### src/rtl/vic_sound_ctrl.sv
// VIC sound register controller ($900A-$900E): write FIFO, one commit per i_ena4 tick, amplitude output.
// Build option VIC_SOUND_SLEW_EN: slews o_amplitude toward $900E[3:0] one step per SLEW_DIV ticks.
module vic_sound_ctrl #(
   parameter int unsigned SLEW_DIV   = 1024,
   parameter int unsigned FIFO_DEPTH = 4
) (
   input  logic       i_clk,
   input  logic       i_rst_n,
   input  logic       i_ena4,
   input  logic       i_cs,
   input  logic       i_we,
   input  logic [3:0] i_addr,
   input  logic [7:0] i_data,
   output logic [7:0] o_data,
   output logic       o_busy,
   output logic [7:0] o_base_sound,
   output logic [7:0] o_alto_sound,
   output logic [7:0] o_soprano_sound,
   output logic [7:0] o_noise_sound,
   output logic [3:0] o_aux_colour,
   output logic [3:0] o_amplitude
);

   localparam int unsigned AW = (FIFO_DEPTH > 1) ? $clog2(FIFO_DEPTH) : 1;
   localparam int unsigned SW = (SLEW_DIV > 1) ? $clog2(SLEW_DIV) : 1;

   logic [10:0] r_fifo [FIFO_DEPTH];
   logic [AW-1:0] r_wr_ptr;
   logic [AW-1:0] r_rd_ptr;
   logic [AW:0]   r_count;

   logic [7:0] r_base;
   logic [7:0] r_alto;
   logic [7:0] r_soprano;
   logic [7:0] r_noise;
   logic [7:0] r_900e;
   logic [3:0] r_amp;

   logic        w_addr_ok;
   logic        w_full;
   logic        w_pop;
   logic        w_push;
   logic [10:0] w_head;
   logic [3:0]  w_target;

   assign w_addr_ok = (i_addr >= 4'hA) && (i_addr <= 4'hE);
   assign w_full    = (r_count == (AW+1)'(FIFO_DEPTH));
   assign w_pop     = i_ena4 && (r_count != '0);
   // A pop in the same cycle frees a slot, so a push against a full FIFO is still accepted.
   assign w_push    = i_cs && i_we && w_addr_ok && (!w_full || w_pop);
   assign w_head    = r_fifo[r_rd_ptr];
   assign w_target  = r_900e[3:0];

   always_ff @(posedge i_clk) begin
      if (w_push)
         r_fifo[r_wr_ptr] <= {i_addr[2:0], i_data};
   end

   always_ff @(posedge i_clk or negedge i_rst_n) begin
      if (!i_rst_n) begin
         r_wr_ptr <= '0;
         r_rd_ptr <= '0;
         r_count  <= '0;
      end else begin
         if (w_push)
            r_wr_ptr <= (r_wr_ptr == AW'(FIFO_DEPTH-1)) ? '0 : r_wr_ptr + 1'b1;
         if (w_pop)
            r_rd_ptr <= (r_rd_ptr == AW'(FIFO_DEPTH-1)) ? '0 : r_rd_ptr + 1'b1;
         if (w_push && !w_pop)
            r_count <= r_count + 1'b1;
         else if (w_pop && !w_push)
            r_count <= r_count - 1'b1;
      end
   end

   always_ff @(posedge i_clk or negedge i_rst_n) begin
      if (!i_rst_n) begin
         r_base    <= '0;
         r_alto    <= '0;
         r_soprano <= '0;
         r_noise   <= '0;
         r_900e    <= '0;
      end else if (w_pop) begin
         case (w_head[10:8])
            3'd2:    r_base    <= w_head[7:0];
            3'd3:    r_alto    <= w_head[7:0];
            3'd4:    r_soprano <= w_head[7:0];
            3'd5:    r_noise   <= w_head[7:0];
            3'd6:    r_900e    <= w_head[7:0];
            default: ;
         endcase
      end
   end

`ifdef VIC_SOUND_SLEW_EN
   localparam logic [1:0] S_IDLE      = 2'd0;
   localparam logic [1:0] S_RAMP_UP   = 2'd1;
   localparam logic [1:0] S_RAMP_DOWN = 2'd2;

   logic [1:0]    r_state;
   logic [SW-1:0] r_slew_cnt;
   logic [3:0]    w_amp_next;

   // Direction is taken from the current target at each step, so a target change mid-ramp is followed.
   always_comb begin
      w_amp_next = r_amp;
      if (w_target > r_amp)
         w_amp_next = r_amp + 4'd1;
      else if (w_target < r_amp)
         w_amp_next = r_amp - 4'd1;
   end

   always_ff @(posedge i_clk or negedge i_rst_n) begin
      if (!i_rst_n) begin
         r_state    <= S_IDLE;
         r_slew_cnt <= '0;
         r_amp      <= '0;
      end else if (i_ena4) begin
         case (r_state)
            S_IDLE: begin
               if (w_target > r_amp) begin
                  r_state    <= S_RAMP_UP;
                  r_slew_cnt <= SW'(SLEW_DIV-1);
               end else if (w_target < r_amp) begin
                  r_state    <= S_RAMP_DOWN;
                  r_slew_cnt <= SW'(SLEW_DIV-1);
               end
            end
            default: begin
               if (r_slew_cnt == '0) begin
                  r_amp <= w_amp_next;
                  if (w_amp_next == w_target)
                     r_state <= S_IDLE;
                  else begin
                     r_state    <= (w_target > w_amp_next) ? S_RAMP_UP : S_RAMP_DOWN;
                     r_slew_cnt <= SW'(SLEW_DIV-1);
                  end
               end else begin
                  r_slew_cnt <= r_slew_cnt - 1'b1;
               end
            end
         endcase
      end
   end
`else
   logic w_unused_slew;
   assign w_unused_slew = (SW == 0);

   always_ff @(posedge i_clk or negedge i_rst_n) begin
      if (!i_rst_n)
         r_amp <= '0;
      else if (w_pop && (w_head[10:8] == 3'd6))
         r_amp <= w_head[3:0];
   end
`endif

   always_comb begin
      o_data = '1;
      if (i_cs && !i_we) begin
         case (i_addr)
            4'hA:    o_data = r_base;
            4'hB:    o_data = r_alto;
            4'hC:    o_data = r_soprano;
            4'hD:    o_data = r_noise;
            4'hE:    o_data = r_900e;
            default: o_data = '1;
         endcase
      end
   end

   assign o_busy          = w_full;
   assign o_base_sound    = r_base;
   assign o_alto_sound    = r_alto;
   assign o_soprano_sound = r_soprano;
   assign o_noise_sound   = r_noise;
   assign o_aux_colour    = r_900e[7:4];
   assign o_amplitude     = r_amp;

endmodule

### config.mk
export PLATFORM = sky130hd
export DESIGN_NAME = vic_sound_ctrl
export DESIGN_NICKNAME = d
export VERILOG_FILES = /design/src/rtl/vic_sound_ctrl.sv
export SDC_FILE = /design/constraint.sdc
export NUM_CORES = 1
export LEC_CHECK = 0
export ABC_AREA = 1
export CAP_MARGIN = 20
export CORE_MARGIN = 1.5
export CORE_UTILIZATION = 50
export DETAILED_ROUTE_END_ITERATION = 10
export HOLD_SLACK_MARGIN = 0.15
export PLACE_DENSITY = 0.75
export SYNTH_ARGS = -nofsm -noshare
export SYNTH_HDL_FRONTEND = slang
export SYNTH_SLANG_ARGS = --single-unit
### constraint.sdc
create_clock -name i_clk -period 2.1 [get_ports i_clk]
set_input_delay 0.315 -clock i_clk [delete_from_list [all_inputs] [get_ports i_clk]]
set_output_delay 0.315 -clock i_clk [all_outputs]
set_load 0.02 [all_outputs]
==> run_results.csv, run 1 <==
group,metric,value,unit
worst_setup_path,crit_path_end_kind,"output pin",
placement,gp_congestion,0.912,
global_route,grt_max_degree,33,
finish,area_growth_syn_to_layout,26.8,%
placement,post-dp-hpwl,7730,um
placement,place_area,0.00521,mm^2
power,power,7.31,mW
cts,clk_latency,360,ps
power,irDropWorstVdd,0.696,mV
finish,layout-drive-gt1-share,0.151,
cts,post_cts_buffers,0,
logic_synthesis,synthCells,472,
logic_synthesis,ys_ff_latch,91,
finish,final_common_cell,"nand2_1",
global_route,overflow,0,
die,die_area,0.00909,mm^2
power,intPower,4.08,mW
die,dieHeight,95.4,um
power,p_per_area,1350,mW/mm^2
power,p_leak,2.47,nW
logic_synthesis,mappedNetlistNets,496,
power,pwr-share-clk,0.142,
route,drc,0,
finish,antenna_cells,0,
logic_synthesis,ys_types,28,
sta,drv_slew,0,
worst_setup_path,critPathTopFamily,"buffers and inverters",
die,ioPinCount,66,
route,wirelength,10300,um
sta,tns,0,ps
worst_setup_path,critPathLaunchType,"primary input",
finish,nets,596,
die,die_width,95.4,um
die,initial_core_util,0.517,
worst_setup_path,path_cells,"clkdlybuf4s50_1, inv_1, nor2_1, nand2_4, a21oi_1, nand2_1, clkdlybuf4s15_1",
sta,maxSlewHeadroom,0.529,
cts,clk_path_buf_depth,2,
cts,cts_made_buffers,9,
placement,port_buffers,65,
global_route,grt_pass1_vias,3389,
cts,root_buffer,"clkbuf_8",
global_route,antenna_found_initial,0,
logic_synthesis,synth_warnings,0,
logic_synthesis,ys_seq_area_frac,0.586,
cts,cts_tree,"done",
flow_run,drv_cap,0,
die,core,0.00826,mm^2
finish,num-fill-cells,699,
finish,layout_common_cells,"nand2_1, nor2_1, clkdlybuf4s50_1",
route,via_count,3539,
sta,hold_viol_final,0,
sta,fmax,501,MHz
run_status,outcome,"complete, no violations",
worst_setup_path,crit_fanout,8,
sta,post-route-min-period,1990,ps
hold_path,min_path_type,"in -> reg",
logic_synthesis,syn_area,0.00427,mm^2
sta,rsz0062_at_grt,"no",
finish,final_area,0.00541,mm^2
route,dr.pass1.iters,5,
cts,cts.htree.levels,3,
power,swShare,0.442,
route,wl_per_cell,15.1,um
worst_setup_path,worstPathArrival,1680,ps
worst_setup_path,crit_path_max_incr_delay,480,ps
global_route,grt_pass1_wl,16700,um
worst_setup_path,cp.required,1780,ps
sta,tightest_slew,706,ps
sta,fin_worst_skew,7.95,ps
power,p_switching,3.23,mW
power,power_frac_seq,0.372,
power,pwr-share-comb,0.486,
cts,cts_num_sinks,91,
worst_setup_path,cp_slowest_cell,"clkdlybuf4s50_1",
logic_synthesis,syn_area_per_cell,9.04,um^2
cts,clk_pin_slew_worst_paths,90,ps
die,rows,33,
route,detail-route-antenna-nets,0,
route,drtIter0Drc,236,
global_route,track_usage,0.249,
worst_setup_path,path_buf_inv,3,
worst_setup_path,worstSetupPathType,"in -> out",
sta,setup_viol,0,
sta,min_period_over_period,0.950,
route,viasPerCell,5.19,
[power by group through the flow]
stage          combinational (mW)  sequential [mW]  clock, mW
6_report                     3.55             2.72       1.04
4_1_cts                      3.55             2.71       1.05
3_3_place_gp                 3.44             2.74          0
2_1_floorplan                1.77             3.07          0
3_5_place_dp                 3.54             2.75          0
5_1_grt                      3.90             2.77       1.12
[cells by family after synthesis]
family          Yosys count  share of synthesized area
flops                    91                      0.586
compound gates           33                     0.0484
fa+ha+maj                 7                     0.0223
simple gates            292                      0.288
xor+xnor                  2                    0.00411
buf+inv                  47                     0.0519
[area by class of cell]
| cell class | instances | area [um^2] | area share |
|---|---|---|---|
| clock buffers | 10 | 128 | 0.0236 |
| clock inverters | 6 | 41.3 | 0.00764 |
| inverters | 36 | 135 | 0.0250 |
| multi-input cells | 334 | 1570 | 0.290 |
| flip-flops and latches | 91 | 2500 | 0.462 |
| well taps | 105 | 131 | 0.0243 |
| repair buffers | 100 | 905 | 0.167 |
[registers in the layout, summed over array words and instances, names as in the netlist]
name	flops
r_fifo	44
o_noise_sound	8
o_base_sound	8
o_alto_sound	8
o_soprano_sound	8
r_count	3
r_900e	8
r_wr_ptr	2
r_rd_ptr	2
[final timing paths]
path,endpoint,startpoint,slack [ps],cells past startpoint
max,o_data[4],i_cs,110,7
min,r_fifo[1][10],i_addr[2],350,2
max reg2reg,r_count[2],r_count[1],170,10
min reg2reg,r_900e[0],r_900e[0],500,2
max in group asynchronous,r_count[0],i_rst_n,840,3
min in group asynchronous,o_noise_sound[2],i_rst_n,540,2
[cells in the mapped netlist]
cell type    n  area, um^2
nand2_1    158         593
nor2_1      64         240
nand3_1     49         245
dfrtp_1     47        1180
edfxtp_1    44        1320
inv_1       34         128
o21ai_0     12        60.1
o21ai_2      8        70.1
a21oi_1      7        35.0
nand2_2      7        43.8
nor3_1       7        35.0
ha_1         6        75.1
buf_6        5        56.3
o21ai_1      5        25.0
buf_2        3        15.0
clkbuf_1     2        7.51
nand3_2      2        20.0
nor2_2       2        12.5
a21oi_4      1        16.3
buf_4        1        7.51
clkinv_1     1        3.75
fa_1         1        20.0
inv_2        1        3.75
nand4_1      1        6.26
nor2_4       1        11.3
nor2_8       1        20.0
xnor2_1      1        8.76
xor2_1       1        8.76
[through the flow]
step                utilization  hold slack [ps]  std cells  worst slack, ps
floorplan                     -             19.4        472             36.9
global placement          0.631              402        665             -495
detailed placement        0.631              404        665             -529
CTS                       0.655              508        682             58.1
global route              0.655              346        682             1.71
finish                    0.655              351        682              105
[per-layer routing]
| metal | track usage | vias to the layer above | routed length [um] |
|---|---|---|---|
| met5 | 0 | - | 0 |
| met4 | 0.0896 | 0 | 172 |
| met3 | 0.0407 | 18 | 611 |
| met2 | 0.410 | 134 | 5070 |
| met1 | 0.334 | 1658 | 4430 |
| li1 | - | 1729 | - |
[what timing repair did]
action                     4_1_cts  5_1_grt
cloned                           0        0
setup endpoints to repair        9        9
gates resized for setup         30        8
hold buffers                     1        0
hold endpoints to repair        31        0
No activity file was read; power rests on OpenSTA's default activity.
==> run 2, diff against run 1 <==
--- a/config.mk
+++ b/config.mk
@@ -6,12 +6,14 @@
 export NUM_CORES = 1
 export LEC_CHECK = 0
 export ABC_AREA = 1
+export ABC_CLOCK_PERIOD_IN_PS = 2000
 export CAP_MARGIN = 20
 export CORE_MARGIN = 1.5
 export CORE_UTILIZATION = 50
 export DETAILED_ROUTE_END_ITERATION = 10
 export HOLD_SLACK_MARGIN = 0.15
 export PLACE_DENSITY = 0.75
+export SLEW_MARGIN = 20
 export SYNTH_ARGS = -nofsm -noshare
 export SYNTH_HDL_FRONTEND = slang
 export SYNTH_SLANG_ARGS = --single-unit
==> constraint.sdc (replaced) <==
create_clock -name i_clk -period 2 [get_ports i_clk]
set_input_delay 0.3 -clock i_clk [delete_from_list [all_inputs] [get_ports i_clk]]
set_output_delay 0.3 -clock i_clk [all_outputs]
set_load 0.02 [all_outputs]
==> run 2 against run 1 <==
  * First-iteration DRC count shrank 5.1%
  * Register-to-register slack lost 20 ps
  * Final area grew 1.8%
  * Setup slack lost 36 ps
  * Critical path depth grew 2
  * Critical endpoint is now o_data[1]
  * Largest power group unchanged
==> run_results.csv, run 2 (same netlist as run 1, synthesis figures left out) <==
group,metric,value,unit
cts,clk_latency,380,ps
finish,area_growth_syn_to_layout,29.0,%
sta,tightest_slew,603,ps
flow_run,drv_cap,0,
cts,clk_path_buf_depth,2,
worst_setup_path,worstSetupPathType,"in -> out",
die,ioPinCount,66,
die,die_width,95.4,um
finish,top_register,"r_fifo",
power,p_leak,2.53,nW
cts,cts.htree.levels,3,
placement,post-dp-hpwl,7700,um
global_route,overflow,0,
sta,setup_viol,0,
placement,dp_slack,-661,ps
finish,nets,603,
sta,fin_worst_skew,14.2,ps
sta,fmax,518,MHz
route,dr.pass1.iters,5,
route,wirelength,10500,um
finish,final_area,0.00550,mm^2
placement,gp_congestion,0.882,
global_route,grt_pass1_wl,16700,um
sta,drv_slew,0,
sta,hold_viol_final,0,
cts,cts_tree,"done",
finish,largest_register_ffs,44,
die,dieHeight,95.4,um
run_status,outcome,"complete, no violations",
die,core,0.00826,mm^2
global_route,antenna_found_initial,0,
cts,cts_made_buffers,9,
route,drtIter0Drc,224,
finish,final_common_cell,"nand2_1",
die,die_area,0.00909,mm^2
worst_setup_path,cp.required,1700,ps
hold_path,min_path_type,"in -> reg",
route,wl_per_cell,15.2,um
global_route,grt_max_degree,48,
route,viasPerCell,5.20,
cts,root_buffer,"clkbuf_8",
worst_setup_path,crit_fanout,5,
sta,setup_ws,68.9,ps
route,detail-route-antenna-nets,0,
global_route,track_usage,0.249,
die,rows,33,
sta,post-route-min-period,1930,ps
die,initial_core_util,0.517,
finish,antenna_cells,0,
placement,port_buffers,65,
route,via_count,3580,
sta,maxSlewHeadroom,0.598,
worst_setup_path,critPathLaunchType,"primary input",
worst_setup_path,crit_path_end_kind,"output pin",
placement,place_area,0.00525,mm^2
finish,layout-drive-gt1-share,0.164,
cts,cts_num_sinks,91,
cts,clk_pin_slew_worst_paths,110,ps
worst_setup_path,worstPathArrival,1630,ps
finish,layout_common_cells,"nand2_1, nor2_1, clkdlybuf4s50_1",
power,power,7.95,mW
sta,min_period_over_period,0.966,
power,irDropWorstVdd,0.614,mV
global_route,grt_pass1_vias,3502,
route,drc,0,
power,p_per_area,1440,mW/mm^2
run 2: critical path: stages:
cell,delay (ps)
clkdlybuf4s15_1,250
nand2_2,140
nor2_2,50
nand2_1,100
buf_4,140
nor2_1,50
nor3_1,220
nand2_1,60
dlygate4sd2_1,320
run 2: layer usage:
metal / wire [um] / GRT usage / share of wire / up-vias
li1: - / - / - / 1739
met1: 4510 / 0.327 / 0.43 / 1711
met2: 5040 / 0.416 / 0.48 / 109
met3: 671 / 0.0327 / 0.064 / 21
met4: 227 / 0.106 / 0.022 / 0
met5: 0 / 0 / 0 / -
run 2: where the power goes:
part / switching, mW / total, mW / internal (mW)
Sequential: 0.411 / 2.84 / 2.43
Clock: 0.770 / 1.28 / 0.508
Combinational: 2.35 / 3.83 / 1.47
run 2: worst paths after layout:
path / start / to / slack [ps] / cells past startpoint
worst max-delay path: i_addr[3] / o_data[1] / 70 / 9
worst min-delay path: i_addr[2] / r_fifo[2][10] / 320 / 2
worst max register to register: r_count[1] / r_count[2] / 150 / 10
worst min register to register: o_noise_sound[0] / o_noise_sound[0] / 510 / 2
max in group asynchronous: i_rst_n / r_wr_ptr[1] / 1020 / 3
min in group asynchronous: i_rst_n / o_noise_sound[3] / 560 / 3
run 2: area by class of cell:
| type | count | area (um^2) |
|---|---|---|
| Clock buffer | 9 | 124 |
| Fill cell | 675 | 2760 |
| Sequential cell | 91 | 2500 |
| Clock inverter | 7 | 83.8 |
| Multi-Input combinational cell | 334 | 1590 |
| Tap cell | 105 | 131 |
| Timing Repair Buffer | 107 | 941 |
| Inverter | 36 | 135 |
run 2: per-stage QoR:
| stage | TNS (ps) | cells | util | hold WS, ps |
|---|---|---|---|---|
| floorplan | 0 | 472 | - | 4.41 |
| global route | -0.437 | 689 | 0.666 | 318 |
| CTS | 0 | 688 | 0.663 | 451 |
| detailed placement | -13460 | 670 | 0.636 | 442 |
| global placement | -11050 | 670 | 0.636 | 426 |
| finish | 0 | 689 | 0.666 | 324 |
run 2: what timing repair did:
item	in CTS	in global routing
hold buffers	1	0
setup buffers	1	1
endpoints found under the setup margin	11	9
hold endpoints to repair	47	0
pin swaps	0	1
gates resized for setup	21	17
==> run 3, diff against run 2 <==
--- a/config.mk
+++ b/config.mk
@@ -8,10 +8,10 @@
 export ABC_AREA = 1
 export ABC_CLOCK_PERIOD_IN_PS = 2000
 export CAP_MARGIN = 20
-export CORE_MARGIN = 1.5
 export CORE_UTILIZATION = 50
 export DETAILED_ROUTE_END_ITERATION = 10
-export HOLD_SLACK_MARGIN = 0.15
+export GPL_TIMING_DRIVEN = 0
+export HOLD_SLACK_MARGIN = 0.1
 export PLACE_DENSITY = 0.75
 export SLEW_MARGIN = 20
 export SYNTH_ARGS = -nofsm -noshare
==> run 3 against run 2 <==
  * First-iteration DRC count up 5.8%
  * Global-route usage grew 0.29 points
  * Core utilization is 0.35 points lower
  * Sequential power is essentially flat
  * Combinational power about the same
  * Maximum frequency is 3.3% lower
  * Critical endpoint is now r_count[2]
  * Sequential share of layout area grew 0.49 points
  * Clock-buffer cell count unchanged
  * Critical path depth up 4
==> run_results.csv, run 3 (same netlist as run 1, synthesis figures left out) <==
group,metric,value,unit
cts,cts_made_buffers,9,
route,via_count,3529,
placement,place_area,0.00507,mm^2
placement,port_buffers,65,
route,drtIter0Drc,237,
die,core,0.00822,mm^2
worst_setup_path,crit_fanout,7,
sta,post-route-min-period,2000,ps
finish,utilization,0.663,
power,swShare,0.435,
global_route,grt_max_degree,29,
finish,top_register,"r_fifo",
worst_setup_path,critPathLaunchType,"primary input",
die,rows,33,
sta,setup_viol,0,
sta,tns,0,ps
worst_setup_path,cp_slowest_cell,"fa_2",
finish,area_growth_syn_to_layout,27.7,%
cts,clk_path_buf_depth,2,
cts,clk_latency,360,ps
sta,min_period_over_period,0.999,
worst_setup_path,r2r-end,"r_count[2]",
sta,setup_ws,2.13,ps
sta,maxSlewHeadroom,0.541,
power,power_frac_seq,0.353,
cts,cts_tree,"done",
placement,dp_slack,-1060,ps
hold_path,min_path_type,"in -> reg",
placement,gp_congestion,0.856,
die,ioPinCount,66,
power,irDropWorstVdd,0.659,mV
sta,fmax,501,MHz
finish,largest_register_ffs,44,
worst_setup_path,reg2reg_depth,9,
worst_setup_path,path_cells,"clkdlybuf4s15_2, nand2_2, nor2_4, nor2_1, nand2_4, inv_1, nor2_2, ha_2, inv_2, fa_2, a21oi_2, o21ai_1, xor2_1",
hold_path,hp-start,"i_addr[1]",
power,power,8.11,mW
finish,antenna_cells,0,
cts,clk_pin_slew_worst_paths,90,ps
power,pwr-share-clk,0.171,
worst_setup_path,worstSetupPathType,"in -> reg",
hold_path,min_path_cells,1,
finish,layout_common_cells,"nand2_1, nor2_1, clkdlybuf4s50_1",
cts,cts.htree.levels,3,
worst_setup_path,worstPathArrival,2250,ps
global_route,overflow,0,
global_route,track_usage,0.252,
sta,tightest_slew,689,ps
sta,hold_viol_final,0,
route,detail-route-antenna-nets,0,
cts,cts_num_sinks,91,
worst_setup_path,crit_path_max_incr_delay,370,ps
placement,dpl.cell_count,643,
sta,drv_slew,0,
power,p_switching,3.53,mW
die,initial_core_util,0.519,
route,wirelength,10700,um
worst_setup_path,ff2ff_setup_slack,60,ps
finish,stdcell_count,665,
placement,post-dp-hpwl,7390,um
global_route,grt_pass1_vias,3277,
global_route,grt_pass1_wl,16400,um
cts,root_buffer,"clkbuf_8",
power,pwr-share-comb,0.476,
sta,hold_slack,309,ps
die,die_area,0.00890,mm^2
die,dieHeight,94.4,um
route,drc,0,
global_route,antenna_found_initial,0,
power,p_per_area,1490,mW/mm^2
finish,final_common_cell,"nand2_1",
power,intPower,4.58,mW
worst_setup_path,crit_path_end_kind,"flip-flop",
power,p_leak,2.43,nW
finish,final_area,0.00545,mm^2
route,wl_per_cell,16.1,um
finish,layout-drive-gt1-share,0.164,
route,viasPerCell,5.31,
finish,nets,579,
flow_run,drv_cap,0,
worst_setup_path,reg2reg_from,"r_count[0]",
run_status,outcome,"complete, no violations",
worst_setup_path,cp.required,2250,ps
sta,rsz0062_at_grt,"yes",
route,dr.pass1.iters,5,
hold_path,hold-path-endpoint,"r_fifo[3][9]",
sta,fin_worst_skew,8.02,ps
die,die_width,94.4,um
-- run 3: cell count changes in the layout (fill, tap and decap cells not counted), sizes merged --
cell | previous run | this run
clkbuf | 12 | 10
dlymetal6s2s | 0 | 1
bufinv | 0 | 2
inv | 40 | 37
dlygate4sd2 | 6 | 0
clkinvlp | 0 | 1
buf | 42 | 25
-- run 3: final cells by class --
type	instances	area [um^2]
fillers	668	2770
flip-flops and latches	91	2500
multi-input cells	334	1670
repair buffers	72	689
inverters	36	135
well taps	105	131
clock buffers	9	124
clock inverters	7	98.8
plain buffers	11	97.6
-- run 3: per-layer routing --
metal  routed length, um  track usage  share of wire  vias up
li1                    -            -              -     1699
met1                4330        0.327           0.40     1673
met2                5510        0.435           0.51      146
met3                 723       0.0322          0.067       11
met4                 155       0.0885          0.014        0
met5                   0            0              0        -
-- run 3: worst max path at each step --
stage / startpoint / to / cells after the start
6_report: i_addr[2] / r_count[2] / 13
4_1_cts: i_addr[1] / r_count[2] / 14
3_3_place_gp: i_addr[2] / r_fifo[2][9] / 7
5_1_grt: i_addr[2] / r_count[2] / 13
3_5_place_dp: i_addr[2] / r_fifo[2][2] / 7
2_1_floorplan: i_addr[1] / r_count[2] / 13
-- run 3: what timing repair did --
item | in CTS | in global routing
gates resized for setup | 59 | 27
hold buffers | 1 | 0
hold endpoints to repair | 27 | 0
pin swaps | 5 | 4
setup buffers | 3 | 2
endpoints found under the setup margin | 55 | 66
-- run 3: worst max-delay path: cells and delay by family --
kind / cells / cell delay, ps
AND/OR/NAND/NOR: 5 / 610
buffers and inverters: 3 / 400
AO/OA/AOI/OAI: 2 / 210
XOR/XNOR: 1 / 150
adder cells (fa/ha/maj): 2 / 560
-- run 3: power groups by stage --
stage / Sequential [mW] / Clock (mW) / Combinational (mW)
floorplan: 3.22 / 0 / 1.86
global placement: 2.87 / 0 / 3.58
detailed placement: 2.89 / 0 / 3.68
CTS: 2.85 / 1.39 / 3.75
global route: 2.91 / 1.48 / 4.21
finish: 2.86 / 1.38 / 3.86
